==> src/rtl/ram_arbiter.sv <==
// rtl/ram_arbiter.sv - two-requester round-robin arbiter/sequencer for a single-port 32x8 RAM
// Optional write protection of the upper address range: define RAM_ARB_WRPROT_EN.
module ram_arbiter #(
    parameter int AW        = 5,
    parameter int DW        = 8,
    parameter int PROT_BASE = 24
) (
    input  logic          clk,
    input  logic          reset,
    input  logic          req_a,
    input  logic          req_b,
    input  logic          we_a,
    input  logic          we_b,
    input  logic [AW-1:0] addr_a,
    input  logic [AW-1:0] addr_b,
    input  logic [DW-1:0] wdata_a,
    input  logic [DW-1:0] wdata_b,
    output logic          gnt_a,
    output logic          gnt_b,
    output logic          done_a,
    output logic          done_b,
    output logic [DW-1:0] rdata_a,
    output logic [DW-1:0] rdata_b,
    output logic [AW-1:0] ram_addr,
    output logic [DW-1:0] ram_wdata,
    output logic          ram_we,
    output logic          ram_re,
    input  logic [DW-1:0] ram_rdata,
`ifdef RAM_ARB_WRPROT_EN
    input  logic          wp_en,
    output logic          err_a,
    output logic          err_b,
`endif
    output logic          ram_rst_n
);

    localparam logic [1:0] IDLE    = 2'd0;
    localparam logic [1:0] ISSUE   = 2'd1;
    localparam logic [1:0] CAPTURE = 2'd2;

    logic [1:0]    state_q, state_d;
    logic          last_b_q, last_b_d;
    logic          we_q, we_d;
    logic          gnt_a_q, gnt_a_d, gnt_b_q, gnt_b_d;
    logic          done_a_q, done_a_d, done_b_q, done_b_d;
    logic [DW-1:0] rdata_a_q, rdata_a_d, rdata_b_q, rdata_b_d;
    logic [AW-1:0] ram_addr_q, ram_addr_d;
    logic [DW-1:0] ram_wdata_q, ram_wdata_d;
    logic          ram_we_q, ram_we_d, ram_re_q, ram_re_d;

    logic          win_b, win_we, prot_hit, wp_active;
    logic [AW-1:0] win_addr;
    logic [DW-1:0] win_wdata;

    // last_b_q doubles as the owner of the in-flight access
    always_comb begin
        state_d     = state_q;
        last_b_d    = last_b_q;
        we_d        = we_q;
        gnt_a_d     = 1'b0;
        gnt_b_d     = 1'b0;
        done_a_d    = 1'b0;
        done_b_d    = 1'b0;
        rdata_a_d   = rdata_a_q;
        rdata_b_d   = rdata_b_q;
        ram_addr_d  = ram_addr_q;
        ram_wdata_d = ram_wdata_q;
        ram_we_d    = 1'b0;
        ram_re_d    = 1'b0;

        win_b     = req_b && (!req_a || !last_b_q);
        win_we    = win_b ? we_b : we_a;
        win_addr  = win_b ? addr_b : addr_a;
        win_wdata = win_b ? wdata_b : wdata_a;
        prot_hit  = int'(win_addr) >= PROT_BASE;

        case (state_q)
            IDLE: begin
                if (req_a || req_b) begin
                    state_d     = ISSUE;
                    last_b_d    = win_b;
                    we_d        = win_we;
                    gnt_a_d     = !win_b;
                    gnt_b_d     = win_b;
                    ram_addr_d  = win_addr;
                    ram_wdata_d = win_wdata;
                    ram_we_d    = win_we && !(wp_active && prot_hit);
                    ram_re_d    = !win_we;
                end
            end
            ISSUE: begin
                if (we_q) begin
                    state_d  = IDLE;
                    done_a_d = !last_b_q;
                    done_b_d = last_b_q;
                end else begin
                    state_d = CAPTURE;
                end
            end
            CAPTURE: begin
                state_d  = IDLE;
                done_a_d = !last_b_q;
                done_b_d = last_b_q;
                if (last_b_q) rdata_b_d = ram_rdata;
                else          rdata_a_d = ram_rdata;
            end
            default: state_d = IDLE;
        endcase
    end

    always_ff @(posedge clk or posedge reset) begin
        if (reset) begin
            state_q     <= IDLE;
            last_b_q    <= 1'b1;
            we_q        <= 1'b0;
            gnt_a_q     <= 1'b0;
            gnt_b_q     <= 1'b0;
            done_a_q    <= 1'b0;
            done_b_q    <= 1'b0;
            rdata_a_q   <= '0;
            rdata_b_q   <= '0;
            ram_addr_q  <= '0;
            ram_wdata_q <= '0;
            ram_we_q    <= 1'b0;
            ram_re_q    <= 1'b0;
        end else begin
            state_q     <= state_d;
            last_b_q    <= last_b_d;
            we_q        <= we_d;
            gnt_a_q     <= gnt_a_d;
            gnt_b_q     <= gnt_b_d;
            done_a_q    <= done_a_d;
            done_b_q    <= done_b_d;
            rdata_a_q   <= rdata_a_d;
            rdata_b_q   <= rdata_b_d;
            ram_addr_q  <= ram_addr_d;
            ram_wdata_q <= ram_wdata_d;
            ram_we_q    <= ram_we_d;
            ram_re_q    <= ram_re_d;
        end
    end

`ifdef RAM_ARB_WRPROT_EN
    logic err_a_q, err_a_d, err_b_q, err_b_d, blocked_issue;

    // A write in ISSUE with its enable suppressed is exactly a protected write
    always_comb begin
        blocked_issue = (state_q == ISSUE) && we_q && !ram_we_q;
        err_a_d       = blocked_issue && !last_b_q;
        err_b_d       = blocked_issue && last_b_q;
    end

    always_ff @(posedge clk or posedge reset) begin
        if (reset) begin
            err_a_q <= 1'b0;
            err_b_q <= 1'b0;
        end else begin
            err_a_q <= err_a_d;
            err_b_q <= err_b_d;
        end
    end

    assign wp_active = wp_en;
    assign err_a     = err_a_q;
    assign err_b     = err_b_q;
`else
    assign wp_active = 1'b0;
`endif

    assign gnt_a     = gnt_a_q;
    assign gnt_b     = gnt_b_q;
    assign done_a    = done_a_q;
    assign done_b    = done_b_q;
    assign rdata_a   = rdata_a_q;
    assign rdata_b   = rdata_b_q;
    assign ram_addr  = ram_addr_q;
    assign ram_wdata = ram_wdata_q;
    assign ram_we    = ram_we_q;
    assign ram_re    = ram_re_q;
    assign ram_rst_n = ~reset;

endmodule

==> config.mk <==
export PLATFORM = sky130hd
export DESIGN_NAME = ram_arbiter
export DESIGN_NICKNAME = d
export VERILOG_FILES = /design/src/rtl/ram_arbiter.sv
export SDC_FILE = /design/constraint.sdc
export NUM_CORES = 1
export LEC_CHECK = 0
export CAP_MARGIN = 10
export CORE_UTILIZATION = 41
export CTS_CLUSTER_SIZE = 20
export DETAILED_ROUTE_END_ITERATION = 10
export PLACE_DENSITY = 0.79
export SYNTH_ARGS = -nofsm -noshare
export SYNTH_HDL_FRONTEND = slang
export SYNTH_SLANG_ARGS = --single-unit
==> constraint.sdc <==
create_clock -name clk -period 1.9 [get_ports clk]
set_clock_uncertainty 0.2 [all_clocks]
set_input_delay 0.19 -clock clk [delete_from_list [all_inputs] [get_ports clk]]
set_output_delay 0.19 -clock clk [all_outputs]
set_load 0.03 [all_outputs]
## Word level (Yosys, flattened, before mapping)

Cells that the tools add are included.

- Flip-flop bits (word level): 39
- Word-level logic and storage cells: 47

- Equal/unequal tests: 3
- Muxes and demuxes: 18
- Bitwise logic cells: 2
- Reduce and logical (&&, ||, !) cells: 11

Operators with widths:

| kind | number |
|---|---|
| $mux W1 | 11 |
| $mux W8 | 1 |
| $reduce_and A2 Y1 | 3 |
| $mux W5 | 1 |
| $logic_not A1 Y1 | 4 |
| $mux W2 | 2 |
| $pmux W1 S2 | 2 |
| $pmux W2 S2 | 1 |
| $eq A2 B1 Y1 const B | 1 |
| $eq A2 B2 Y1 const B | 1 |
| $logic_not A2 Y1 | 1 |
| $logic_or A1 B1 Y1 | 2 |
| $ne A2 B2 Y1 const B | 1 |
| $not A1 Y1 | 2 |
| $logic_and A1 B1 Y1 | 1 |

## Logic depth before layout (Yosys ltp)

- Depth in word-level cells: 7
- Depth in mapped cells: 6

## Least setup slack after synthesis

OpenSTA, ideal clock, no wires.

- Path kind: register to register
- From: register last_b_q
- To: register rdata_a_q[0] (netlist: rdata_a[0])
- Setup time: 0.125 ns
- Arrival: 1.276 ns
- Required time: 1.575 ns
- Path slack: 0.299 ns
- Cell stages (with the launch flop): 5
- Clock period less this slack: 1.601 ns
- Cell sequence: dfstp_2 buf_2 nand2b_1 buf_2 mux2_2

- Cells in the longest elaborated chain, start to end: 2

RTL lines:

| element | RTL line | RTL |
|---|---|---|
| from (decl) | 42 | `logic last_b_q, last_b_d;` |
| from (signal assigned) | 128 | `last_b_q <= last_b_d;` |
| $not A1 Y1 (no source line) | n/a |  |
| $reduce_and A2 Y1 (no source line) | n/a |  |
| to (signal assigned) | 134 | `rdata_a_q <= rdata_a_d;` |
| to (decl) | 46 | `logic [DW-1:0] rdata_a_q, rdata_a_d, rdata_b_q, rdata_b_d;` |

Every way passes these cells.
A chain may end at the register's enable or synchronous reset.

## Final worst setup path

- From: register ram_we_q (netlist: ram_we)
- To: output port ram_we

RTL lines:

| element | RTL line | RTL |
|---|---|---|
| from (decl) | 49 | `logic ram_we_q, ram_we_d, ram_re_q, ram_re_d;` |
| from (signal assigned) | 138 | `ram_we_q <= ram_we_d;` |
| to (decl) | 26 | `output logic ram_we,` |

No word-level cell between the ends.

==> metrics.log <==
[metrics] number of cells after detailed placement: 266
[metrics] r2r setup slk: 220 ps
[metrics] EDFF count, synth: 0
[metrics] cell area after technology mapping: 1710 um^2
[metrics] maximum buffer depth of the clock tree: 2
[metrics] Setup Crit Path Kind: reg -> out
[metrics] final total power: 4.692 mW
[metrics] CP Launch Type: register
[metrics] Clock Root Buffer: sky130_fd_sc_hd__clkbuf_8
[metrics] worst slew pin tran: 498.6 ps
[metrics] port bufs: 75
[metrics] die area: 4434 um^2
[metrics] number of antenna violations at the first check in global routing: 0
[metrics] reported leakage power: 1.111 nW
[metrics] number of buffers added by the clock tree synthesis step: 5
[metrics] post-layout min period: 1721 ps
[metrics] DRT iter0 DRCs: 40
[metrics] routed length per placed instance: 13.27 um
[metrics] Gate power share: 56.3%
[metrics] RSZ-0062 raised after global routing: false
[metrics] pre-CTS worst setup slack: 154.7 ps
[metrics] final instance area: 2636 um^2
[metrics] synthesized flop and latch total: 39
[metrics] Post-Synthesis Cells: 142
[metrics] Remaining DRCs: 0
[metrics] placement row count: 23
[metrics] clock transition at the registers of the reported paths: 70 ps
[metrics] share of the core filled with cells: 65.91%
[metrics] number of violations of the max-capacitance limit: 0
[metrics] switching power of the nets: 1.916 mW
[metrics] post-route insts no fill: 274
[metrics] via count of the first global-routing pass: 1330
[metrics] area occupied by multi-input gates: 674.4 um^2
[metrics] main flop type after synthesis: sky130_fd_sc_hd__dfrtp_1
[metrics] Largest delay share family, worst path: buffers and inverters
[metrics] internal power consumption: 2.776 mW
[metrics] total number of vias: 1323
[metrics] residual overflow from global routing: 0
[metrics] placeable core region: 4000 um^2
[metrics] CTS tree: done
[metrics] cts-stage hold buffer count: 0
[metrics] number of unique standard cell types used by synthesis: 24
[metrics] share of total power in sequential cells: 30.9%
[metrics] smallest setup slack after layout: 178.8 ps
[metrics] effective utilization at floorplan: 42.76%
[metrics] max-slew violation count: 0
[metrics] end of the worst register-to-register path: rdata_a[6]
[metrics] Worst path max stage delay: 700 ps
[metrics] layout-stage area growth over the synthesis result: 54.13%
[metrics] Horiz. Die Dim: 66.59 um
[metrics] share of the yosys chip area belonging to registers: 57.13%
[metrics] Worst EP required: 1510 ps
[metrics] Setup violations, final: 0
[metrics] total routed wirelength: 3.635 mm
[metrics] placed inst area: 2536 um^2
[metrics] global-route wire length before repair: 6.023 mm
[metrics] detailed-placement wirelength estimate: 2.712 mm
[metrics] number of optimization iterations in the first detailed-route pass: 4
[metrics] CTS H-tree depth: 2
[metrics] average cell area after synthesis: 12.05 um^2
[metrics] critical-path cell list: clkdlybuf4s50_1
[metrics] switching fraction of total power: 40.84%
[metrics] Critical Path Slowest Stage Cell: sky130_fd_sc_hd__clkdlybuf4s50_1
[metrics] RePlAce Congestion: 0.7048
[metrics] hold violation count in the final report: 0
[metrics] Buffers & Inverters on Critical Path: 1
[metrics] crit path DAT: 1330 ps
[metrics] DR vias/cell: 4.828
[metrics] kind of end point of the critical path: output pin
[metrics] max frequency: 581.0 MHz
[metrics] depth of the worst register-to-register path: 4
[metrics] fraction of layout cells with a size suffix above 1: 22.77%
[metrics] share of flip-flops with an asynchronous set or reset: 100.0%
[metrics] Total Neg Setup Slack: 0 ps
[metrics] maximum fanout along the worst path: 1
[metrics] antenna diode count: 0
[metrics] top-level I/O count: 76
[metrics] Worst Hold Slack: 212.3 ps
[metrics] ANT nets after route: 0
[metrics] register area: 977.2 um^2
[metrics] VDD IR max: 0.001099 V
[metrics] count of filler cells inserted in the layout: 324
[metrics] Final Net Count: 266
[metrics] Final Cycle Share: 90.59%
[metrics] vertical die dimension: 66.59 um
[metrics] maximum number of pins on one net before global-route repair: 40
[metrics] run status: finished clean
[metrics] total number of yosys warnings: 0
[metrics] Sinks on Clock Net: 39
[metrics] Reg2Reg Launch Point: state_q[0]
[metrics] Synth Net Count: 185
[metrics] share of power burned in the clock network: 12.7%
[metrics] count of buffers added by post-CTS timing repair for setup: 0
[metrics] Pwr Density: 1780 nW/um^2
[metrics] total routing resource utilization after global routing: 19.19%
[metrics] clock insertion delay at the later pin of the skew report: 280 ps
[metrics] worst min-delay path class: in -> async
[metrics] number of gates resized after cts: 0
[metrics] worst slew margin relative to its limit: 66.76%
## power by group through the flow
stage          Combinational [mW]  Sequential, mW  Clock [mW]
2_1_floorplan               0.925            2.16           0
3_3_place_gp                 2.64            1.45           0
3_5_place_dp                 2.67            1.47           0
4_1_cts                      2.68            1.46       0.618
5_1_grt                      2.84            1.50       0.659
6_report                     2.64            1.45       0.597
## flip-flops by register name (all words and copies together) (netlist names)
name       cells
ram_wdata      8
rdata_a        8
rdata_b        8
ram_addr       5
state_q        2
done_a         1
done_b         1
gnt_a          1
gnt_b          1
last_b_q       1
ram_re         1
ram_we         1
we_q           1
## cell usage in the layout (no fill, tap or decap)
| master | count |
|---|---|
| sky130_fd_sc_hd__a21oi_1 | 13 |
| sky130_fd_sc_hd__ha_1 | 3 |
| sky130_fd_sc_hd__mux2i_2 | 1 |
| sky130_fd_sc_hd__a21boi_0 | 1 |
| sky130_fd_sc_hd__clkdlybuf4s50_1 | 74 |
| sky130_fd_sc_hd__clkbuf_8 | 7 |
| sky130_fd_sc_hd__nor3b_1 | 1 |
| sky130_fd_sc_hd__a21bo_4 | 1 |
| sky130_fd_sc_hd__a31oi_1 | 1 |
| sky130_fd_sc_hd__a21boi_4 | 1 |
| sky130_fd_sc_hd__o21ai_2 | 1 |
| sky130_fd_sc_hd__a21oi_2 | 16 |
| sky130_fd_sc_hd__dfrtp_1 | 38 |
| sky130_fd_sc_hd__clkbuf_1 | 1 |
| sky130_fd_sc_hd__nor2_1 | 17 |
| sky130_fd_sc_hd__buf_12 | 2 |
| sky130_fd_sc_hd__mux2i_1 | 1 |
| sky130_fd_sc_hd__mux2_2 | 16 |
| sky130_fd_sc_hd__inv_1 | 3 |
| sky130_fd_sc_hd__nand2b_1 | 2 |
| sky130_fd_sc_hd__dfstp_2 | 1 |
| sky130_fd_sc_hd__nand2_1 | 15 |
| sky130_fd_sc_hd__and2_1 | 2 |
| sky130_fd_sc_hd__o21a_2 | 1 |
| sky130_fd_sc_hd__buf_4 | 4 |
| sky130_fd_sc_hd__and3b_1 | 1 |
## cells in the mapped netlist (all sizes together) (2+ instances only)
master / number / area [um^2]
buf: 6 / 47.54
ha: 3 / 37.54
inv: 3 / 11.26
and2: 2 / 12.51
dfrtp: 38 / 950.9
a21oi: 29 / 205.2
mux2: 16 / 180.2
a21boi: 2 / 26.28
nand2: 15 / 56.30
nand2b: 2 / 12.51
mux2i: 2 / 23.77
nor2: 17 / 63.81
## routing by layer
metal  vias to the layer above  part of all wire (%)  wire length, um  GRT usage (%)
met2                        67                    47             1719          30.81
met1                       610                    41             1486          21.74
met5                         -                     0                0              0
li1                        641                     -                -              -
met4                         0                   1.6               59          7.181
met3                         5                    10              370          9.589
## kinds of logic after synthesis
logic type,count (synthesis),share of synthesized area (%)
AO/OA/AOI/OAI,35,15.87
adder cells (fa/ha/maj),3,2.195
buffers and inverters,9,3.438
flip-flops,39,57.13
multiplexers,18,11.92
AND/OR/NAND/NOR,38,9.436
## cell type report
class / instances / share of cell area (%)
multi-input cells: 94 / 25.58
well taps: 50 / 2.373
inverters: 3 / 0.4271
flip-flops and latches: 39 / 37.07
repair buffers: 80 / 30.75
clock buffers: 8 / 3.797
## worst max path at each step
stage / cells after the start / endpoint / start
2_1_floorplan: 4 / rdata_a[0] / last_b_q
3_3_place_gp: 4 / we_q / req_a
3_5_place_dp: 4 / ram_re / req_a
4_1_cts: 1 / ram_addr[1] / ram_addr[1]
5_1_grt: 4 / rdata_a[6] / state_q[0]
6_report: 1 / ram_we / ram_we
Power figures use the tool's default switching activity.
